### config.mk
export PLATFORM = sky130hd
export DESIGN_NAME = layer_sequencer
export DESIGN_NICKNAME = d
export VERILOG_FILES = /design/src/rtl/layer_sequencer.sv
export SDC_FILE = /design/constraint.sdc
export NUM_CORES = 1
export LEC_CHECK = 0
export BUFFER_PORTS_ARGS = -buffer_cell sky130_fd_sc_hd__buf_2
export CAP_MARGIN = 20
export CORE_UTILIZATION = 46
export DETAILED_ROUTE_END_ITERATION = 12
export GPL_TIMING_DRIVEN = 0
export PLACE_DENSITY = 0.71
export SLEW_MARGIN = 20
export SYNTH_ARGS = -nofsm -noshare
export SYNTH_HDL_FRONTEND = slang
export SYNTH_SLANG_ARGS = --single-unit
### constraint.sdc
create_clock -name clk -period 5.8 [get_ports clk]
set_input_delay 0.58 -clock clk [delete_from_list [all_inputs] [get_ports clk]]
set_output_delay 0.58 -clock clk [all_outputs]
set_load 0.02 [all_outputs]
### src/rtl/layer_sequencer.sv
// layer_sequencer: walks the CNN core through a table of up to 8 layer
// descriptors, firing a one-cycle start per layer and waiting for the
// matching done edge, with per-layer timeout and host abort.
module layer_sequencer #(
  parameter int N_DESC  = 8,
  parameter int TIMEOUT = 2_000_000,
  parameter int DONE_W  = 17
) (
  input  logic              clk,
  input  logic              rst,
  input  logic              cfg_we,
  input  logic [2:0]        cfg_idx,
  input  logic [27:0]       cfg_data,
  input  logic [3:0]        n_layers,
  input  logic              run,
  input  logic              abort,
  input  logic [DONE_W-1:0] done,
  output logic [1:0]        start,
  output logic [1:0]        nth_conv_o,
  output logic [4:0]        ofmap_size_o,
  output logic [5:0]        ifmap_ch_o,
  output logic [6:0]        in_node_num_o,
  output logic [6:0]        out_node_num_o,
  output logic              busy,
  output logic [2:0]        cur_layer,
  output logic              seq_done,
  output logic              err
);

  typedef enum logic [1:0] {IDLE, SETUP, FIRE, WAIT} state_t;

  localparam logic [23:0] TMAX  = 24'(TIMEOUT - 1);
  localparam logic [3:0]  NMAX  = 4'(N_DESC);

  state_t      state, state_n;
  logic [27:0] tbl [N_DESC];
  logic [1:0]  done_r, done_q;
  logic [23:0] tcnt;
  logic [3:0]  n_lat, n_clamp;
  logic        kind;
  logic        done_edge, last;
  logic        accept, zero_run, complete, tmo;
  logic        load;
  logic [27:0] desc_sel;
  logic        unused_done;

  // only the conv/fc completion bits matter to the sequencer
  assign unused_done = ^done[DONE_W-1:2];

  assign n_clamp   = (n_layers > NMAX) ? NMAX : n_layers;
  assign done_edge = done_r[kind] & ~done_q[kind];
  assign last      = ({1'b0, cur_layer} == (n_lat - 4'd1));
  assign load      = accept | (complete & ~last);
  assign desc_sel  = accept ? tbl[0] : tbl[cur_layer + 3'd1];

  // descriptor table: host writes only land while idle, never reset
  always_ff @(posedge clk) begin
    if (cfg_we && state == IDLE) tbl[cfg_idx] <= cfg_data;
  end

  // state register
  always_ff @(posedge clk) begin
    if (rst) state <= IDLE;
    else     state <= state_n;
  end

  // next-state and sequencing events; abort overrides completion/timeout
  always_comb begin
    state_n  = state;
    accept   = 1'b0;
    zero_run = 1'b0;
    complete = 1'b0;
    tmo      = 1'b0;
    case (state)
      IDLE: if (run) begin
        if (n_clamp != 4'd0) begin
          accept  = 1'b1;
          state_n = SETUP;
        end else begin
          zero_run = 1'b1;
        end
      end
      SETUP: state_n = FIRE;
      FIRE:  state_n = WAIT;
      WAIT: begin
        if (done_edge) begin
          complete = 1'b1;
          state_n  = last ? IDLE : SETUP;
        end else if (tcnt == TMAX) begin
          tmo     = 1'b1;
          state_n = IDLE;
        end
      end
      default: state_n = IDLE;
    endcase
    if (state != IDLE && abort) begin
      state_n  = IDLE;
      complete = 1'b0;
      tmo      = 1'b0;
    end
  end

  // registered outputs, done history, timeout counter and layer bookkeeping
  always_ff @(posedge clk) begin
    if (rst) begin
      start          <= '0;
      nth_conv_o     <= '0;
      ofmap_size_o   <= '0;
      ifmap_ch_o     <= '0;
      in_node_num_o  <= '0;
      out_node_num_o <= '0;
      busy           <= 1'b0;
      cur_layer      <= '0;
      seq_done       <= 1'b0;
      err            <= 1'b0;
      done_r         <= '0;
      done_q         <= '0;
      tcnt           <= '0;
      n_lat          <= '0;
      kind           <= 1'b0;
    end else begin
      done_r   <= done[1:0];
      done_q   <= done_r;
      busy     <= (state_n != IDLE);
      seq_done <= zero_run | (complete & last);
      start    <= (state_n == FIRE) ? (kind ? 2'b10 : 2'b01) : 2'b00;
      if (state == FIRE)      tcnt <= '0;
      else if (state == WAIT) tcnt <= tcnt + 24'd1;
      if (accept) begin
        n_lat     <= n_clamp;
        cur_layer <= '0;
      end else if (complete & ~last) begin
        cur_layer <= cur_layer + 3'd1;
      end
      if (load) begin
        kind           <= desc_sel[0];
        nth_conv_o     <= desc_sel[2:1];
        ofmap_size_o   <= desc_sel[7:3];
        ifmap_ch_o     <= desc_sel[13:8];
        in_node_num_o  <= desc_sel[20:14];
        out_node_num_o <= desc_sel[27:21];
      end
      if (accept | zero_run) err <= 1'b0;
      else if (tmo)          err <= 1'b1;
    end
  end

endmodule

==> flow_summary.toml, run 1 <==
[hold_path]
hold_path_class = "in -> reg"
hp-start = "done[1]"

[timing]
fmaxAchievable_mhz = 327
grt_setup_unrepaired = "no"
slew_violations = 0
skew_ns = 0.0119
setup_viol = 0
post-route-period-util = 0.526
tightest_slew_ns = 1.01
timing.final.crit_period_ns = 3.05
finalHoldViolations = 0
max_slew_margin = 0.322
tns_ns = 0

[floorplanning]
die_y_um = 159
io_pins = 92
die_w_um = 159
dieArea_mm2 = 0.0253
placementRows = 57
initial_utilization = 0.469
coreArea_mm2 = 0.0242

[synth]
synth_flop_cell = "edfxtp_1"
synth.largest_area_cell = "edfxtp_1"
syn_area_per_cell_um2 = 17.6
synthTopCellsByArea = "edfxtp_1 (59%), dfxtp_1 (12%), mux4_2 (11%)"
yosysWarningCount = 0
synthCells = 645
syn_area_mm2 = 0.0114
ys_ff_latch = 294
async_flop_share = 0
synth-edff-count = 224
yosysTopAreaCellShare = 0.592
synth_cell_types = 54
synth_nets = 705
ys_seq_area_frac = 0.715

[grt]
grt_overflow = 0
grt_antenna_before_repair = 4
grt_max_degree = 19
grt_pass1_wl_um = 37300
gr-usage-all-layers = 0.193
grt_pass1_vias = 6504

[placed_design]
gp_congestion = 0.871
place_area_mm2 = 0.0124
io_buffers = 76
dp_cells = 1058
place_hpwl_um = 15600

[critical_path]
critPathKind = "reg -> reg"
slowest_delay_ns = 0.73
endpoint_kind = "flip-flop"
r2r_start = "state[1]$_SDFF_PP0_"
cp_num_buf_inv = 3
path_cells = "buf_1 -> nor2_1 -> nand3_1 -> nor3_2 -> buf_4 -> buf_6"
path_delay_family = "simple AND/OR/NAND/NOR gates"
slowest_stage = "nor3_2"
cp.required_ns = 6.07
startpoint = "state[1]$_SDFF_PP0_"
cp_data_arrival_time_ns = 3.32
cp_max_fo = 10
cp-start-kind = "flip-flop"

[cells_and_area]
drive_gt1_frac = 0.306
fill_cells = 1864
layoutNonFillerInstCount = 1115
multi_input_area_mm2 = 0.00310
seq_area_mm2 = 0.00813
final_cell_area_mm2 = 0.0135
area_growth_pct = 18.9
fin_nets = 825
final_cell_mix = "edfxtp_1 (224), buf_2 (83), dfxtp_1 (70)"
final_common_cell = "edfxtp_1"

[routing]
drc = 0
drtPass1Iterations = 8
ant_nets = 0
drt-initial-drc-count = 658
wire_per_inst_um = 21.4
dr_total_vias = 6230
wl_um = 23800
drt-vias-per-instance = 5.59

[clocking]
cts_hold_buf = 0
cts_tree = "built"
cts.path.max_buffers = 3
cts_resized = 0
cts_root_buf = "clkbuf_16"
cts_htree_levels = 1
clk_latency_ns = 0.56
cts_setup_buffers = 0
cts.sinks = 294
cts_buffers = 29
clk_pin_slew_ns = 0.06

[job]
drv_cap = 0

[pwr]
ir_drop_v = 0.000219
p_per_area_mw_per_mm2 = 338
leakagePower_nw = 4.49

[run_status]
status = "finished, final reports clean"
## cells in the mapped netlist (2+ instances only)
cell type	instances
nand3b_1	2
nand2_1	14
buf_1	2
nor2b_1	5
nand4_1	2
a221o_1	11
a221o_2	17
a31oi_1	2
buf_2	7
nor3b_1	3
dfxtp_1	70
ha_1	3
and3_1	5
nand2b_1	5
nand3_1	9
and2_1	4
or3_1	4
mux4_2	56
nor4_1	6
a21oi_1	9
inv_1	8
nor2_1	62
clkbuf_1	14
o21ai_0	5
xnor2_1	17
buf_6	4
mux2i_1	29
nor3_1	13
edfxtp_1	224
and4_1	4
xor2_1	6
## cell type report
class	instances	area share
Clock buffer	36	0.0586
Antenna cell	4	0.000741
Timing Repair Buffer	89	0.0448
Multi-Input combinational cell	314	0.229
Buffer	29	0.0120
Clock inverter	17	0.0207
Inverter	8	0.00222
Sequential cell	294	0.602
Tap cell	324	0.0300
## worst paths after layout
check	depth (start not counted)	slack (ns)	endpoint
worst max-delay path	6	2.75	tbl[1][17]$_DFFE_PP_
worst min-delay path	2	0.25	done_r[1]$_SDFF_PP0_
worst max register to register	6	2.75	tbl[1][17]$_DFFE_PP_
worst min register to register	1	0.48	done_q[1]$_SDFF_PP0_
## cell families after synthesis
kind of cell | after synthesis | synth area share
xor+xnor | 25 | 0.0213
compound gates | 54 | 0.0411
mux | 85 | 0.137
flops | 294 | 0.715
fa+ha+maj | 3 | 0.00330
buf+inv | 37 | 0.0170
simple gates | 147 | 0.0655
## registers in the layout, summed over array words and instances (netlist names)
name and cells:
nth_conv_o 2, state 2, n_lat 4, busy 1, ifmap_ch_o 6, tcnt 24
out_node_num_o 7, cur_layer 3, done_q 2, ofmap_size_o 5, tbl 224, start 2
in_node_num_o 7, done_r 2, kind 1, seq_done 1, err 1
## where the power goes
group          switching (mW)  internal (mW)
Clock                   0.779           1.28
Combinational           0.111         0.0622
Sequential             0.0195           2.31
Total                   0.909           3.66
## per-stage QoR
step                hold WS, ns   util  setup slack [ns]  power, mW
floorplan                 0.429      -              2.53       2.46
global placement          0.445  0.501             0.165       2.53
detailed placement        0.454  0.513              2.77       2.55
CTS                       0.231  0.557              2.75       4.60
global route              0.249  0.557              2.60       4.69
finish                    0.252  0.557              2.75       4.57
## per-layer routing
layer	GRT usage	routed length (um)	vias up
li1	-	-	2804
met1	0.243	9690	3167
met2	0.338	12100	218
met3	0.0370	1420	41
met4	0.0612	620	0
met5	0	0	-
No activity file was read; power rests on OpenSTA's default activity.
==> inputs of run 2 (changes only) <==
Settings changed: PLACE_DENSITY 0.71 to 0.73.
Clock period 5.8 ns to 2.6 ns, I/O delays scaled along.
==> flow_summary.toml, run 2 (synthesized netlist as in run 1, its figures left out) <==
[timing]
skew_ns = 0.0187
post-route-period-util = 0.943
setup_viol = 0
max_slew_margin = 0.406
finalHoldViolations = 0
timing.final.crit_period_ns = 2.45
grt_setup_unrepaired = "no"
setup_ws_ns = 0.149
fmaxAchievable_mhz = 408
slew_violations = 0
whs_ns = 0.0352
tightest_slew_ns = 0.892

[run_status]
status = "finished with violations"
violations = "DRC"

[routing]
dr_total_vias = 6329
drc = 2
wire_per_inst_um = 21.1
drtPass1Iterations = 9
wl_um = 24200
drt-initial-drc-count = 647
ant_nets = 0
drt-vias-per-instance = 5.52

[critical_path]
cp_data_arrival_time_ns = 2.90
cp_max_fo = 10
path_delay_family = "buffers and inverters"
reg2reg_slack_ns = 0.15
slowest_delay_ns = 0.69
critPathKind = "reg -> reg"
cp.required_ns = 3.05
cp_num_buf_inv = 1
endpoint_kind = "flip-flop"
slowest_stage = "clkbuf_1"
cp-start-kind = "flip-flop"
path_cells = "ha_1 -> clkbuf_1 -> mux4_2 -> mux2i_1 -> nor2_1 -> a221o_2"

[job]
drv_cap = 0

[hold_path]
hold_path_class = "in -> reg"

[grt]
grt_antenna_before_repair = 0
grt_overflow = 0
grt_pass1_vias = 6382
gr-usage-all-layers = 0.192
grt_max_degree = 20
grt_pass1_wl_um = 37100

[clocking]
cts_tree = "built"
cts_htree_levels = 1
clk_pin_slew_ns = 0.06
clk_latency_ns = 0.57
cts_buffers = 29
cts.sinks = 294
cts_root_buf = "clkbuf_16"
cts.path.max_buffers = 3

[pwr]
p_per_area_mw_per_mm2 = 722
leakagePower_nw = 4.63
ir_drop_v = 0.000556

[floorplanning]
die_y_um = 159
initial_utilization = 0.469
coreArea_mm2 = 0.0242
io_pins = 92
dieArea_mm2 = 0.0253
placementRows = 57
die_w_um = 159

[placed_design]
place_area_mm2 = 0.0124
dp_cells = 1055
io_buffers = 76
gp_congestion = 0.803
place_hpwl_um = 14800
place_ws_ns = -0.380

[cells_and_area]
fin_nets = 859
final_cell_mix = "edfxtp_1 (224), buf_2 (80), dfxtp_1 (70)"
largest_reg_flops = 224
final_cell_area_mm2 = 0.0138
reg_top3 = "tbl (224), tcnt (24)"
drive_gt1_frac = 0.297
n_antenna_cell = 0
final_common_cell = "edfxtp_1"
layoutNonFillerInstCount = 1146
regMostFlops = "tbl"
area_growth_pct = 21.7
[run 2: power by group]
group	total [mW]	internal (mW)	switching, mW
clock network	4.35	2.60	1.75
registers	5.20	5.16	0.0423
logic	0.433	0.174	0.259
total	9.98	7.93	2.05
[run 2: through the flow]
stage	utilization	TNS (ns)	total power, mW
5_1_grt	0.570	0	10.2
3_5_place_dp	0.513	-8.56	5.69
3_3_place_gp	0.501	-290.77	5.65
6_report	0.570	0	9.98
4_1_cts	0.568	0	10.0
2_1_floorplan	-	0	5.48
[run 2: repair_timing]
item / in CTS / in global routing
setup buffers: 0 / 4
hold buffers: 33 / 0
hold endpoints to repair: 229 / 0
setup endpoints to repair: 28 / 57
pin swaps: 0 / 2
resized for setup: 6 / 4
[run 2: final timing paths]
kind / start / endpoint / cells past startpoint
worst max register to register: cur_layer[1]$_SDFFE_PP0P_ / out_node_num_o[2]$_SDFFE_PP0P_ / 6
worst max-delay path: cur_layer[1]$_SDFFE_PP0P_ / out_node_num_o[2]$_SDFFE_PP0P_ / 6
worst min register to register: done_r[1]$_SDFF_PP0_ / done_q[1]$_SDFF_PP0_ / 1
worst min-delay path: n_layers[1] / n_lat[1]$_SDFFE_PP0P_ / 3
[run 2: worst reg2reg max path: cells and delay by family (launching register included)]
kind            cells  cell delay (ns)
fa+ha+maj           1             0.36
flops               1             0.38
mux                 2             0.58
simple gates        1             0.06
buf+inv             1             0.69
compound gates      1             0.29
[run 2: layer usage]
layer / vias to the layer above / track usage / routed length [um] / share of wire
met3: 46 / 0.0292 / 1370 / 0.057
met2: 227 / 0.315 / 11600 / 0.48
met1: 3183 / 0.269 / 10600 / 0.44
met4: 0 / 0.0511 / 582 / 0.024
met5: - / 0 / 0 / 0
li1: 2873 / - / - / -
[run 2: final cells by class]
class / count / area [um^2]
Buffer: 29 / 175
Tap cell: 324 / 405
Multi-Input combinational cell: 314 / 3130
Fill cell: 1826 / 10400
Inverter: 8 / 30.0
Clock inverter: 14 / 185
Sequential cell: 294 / 8130
Timing Repair Buffer: 123 / 958
Clock buffer: 40 / 817
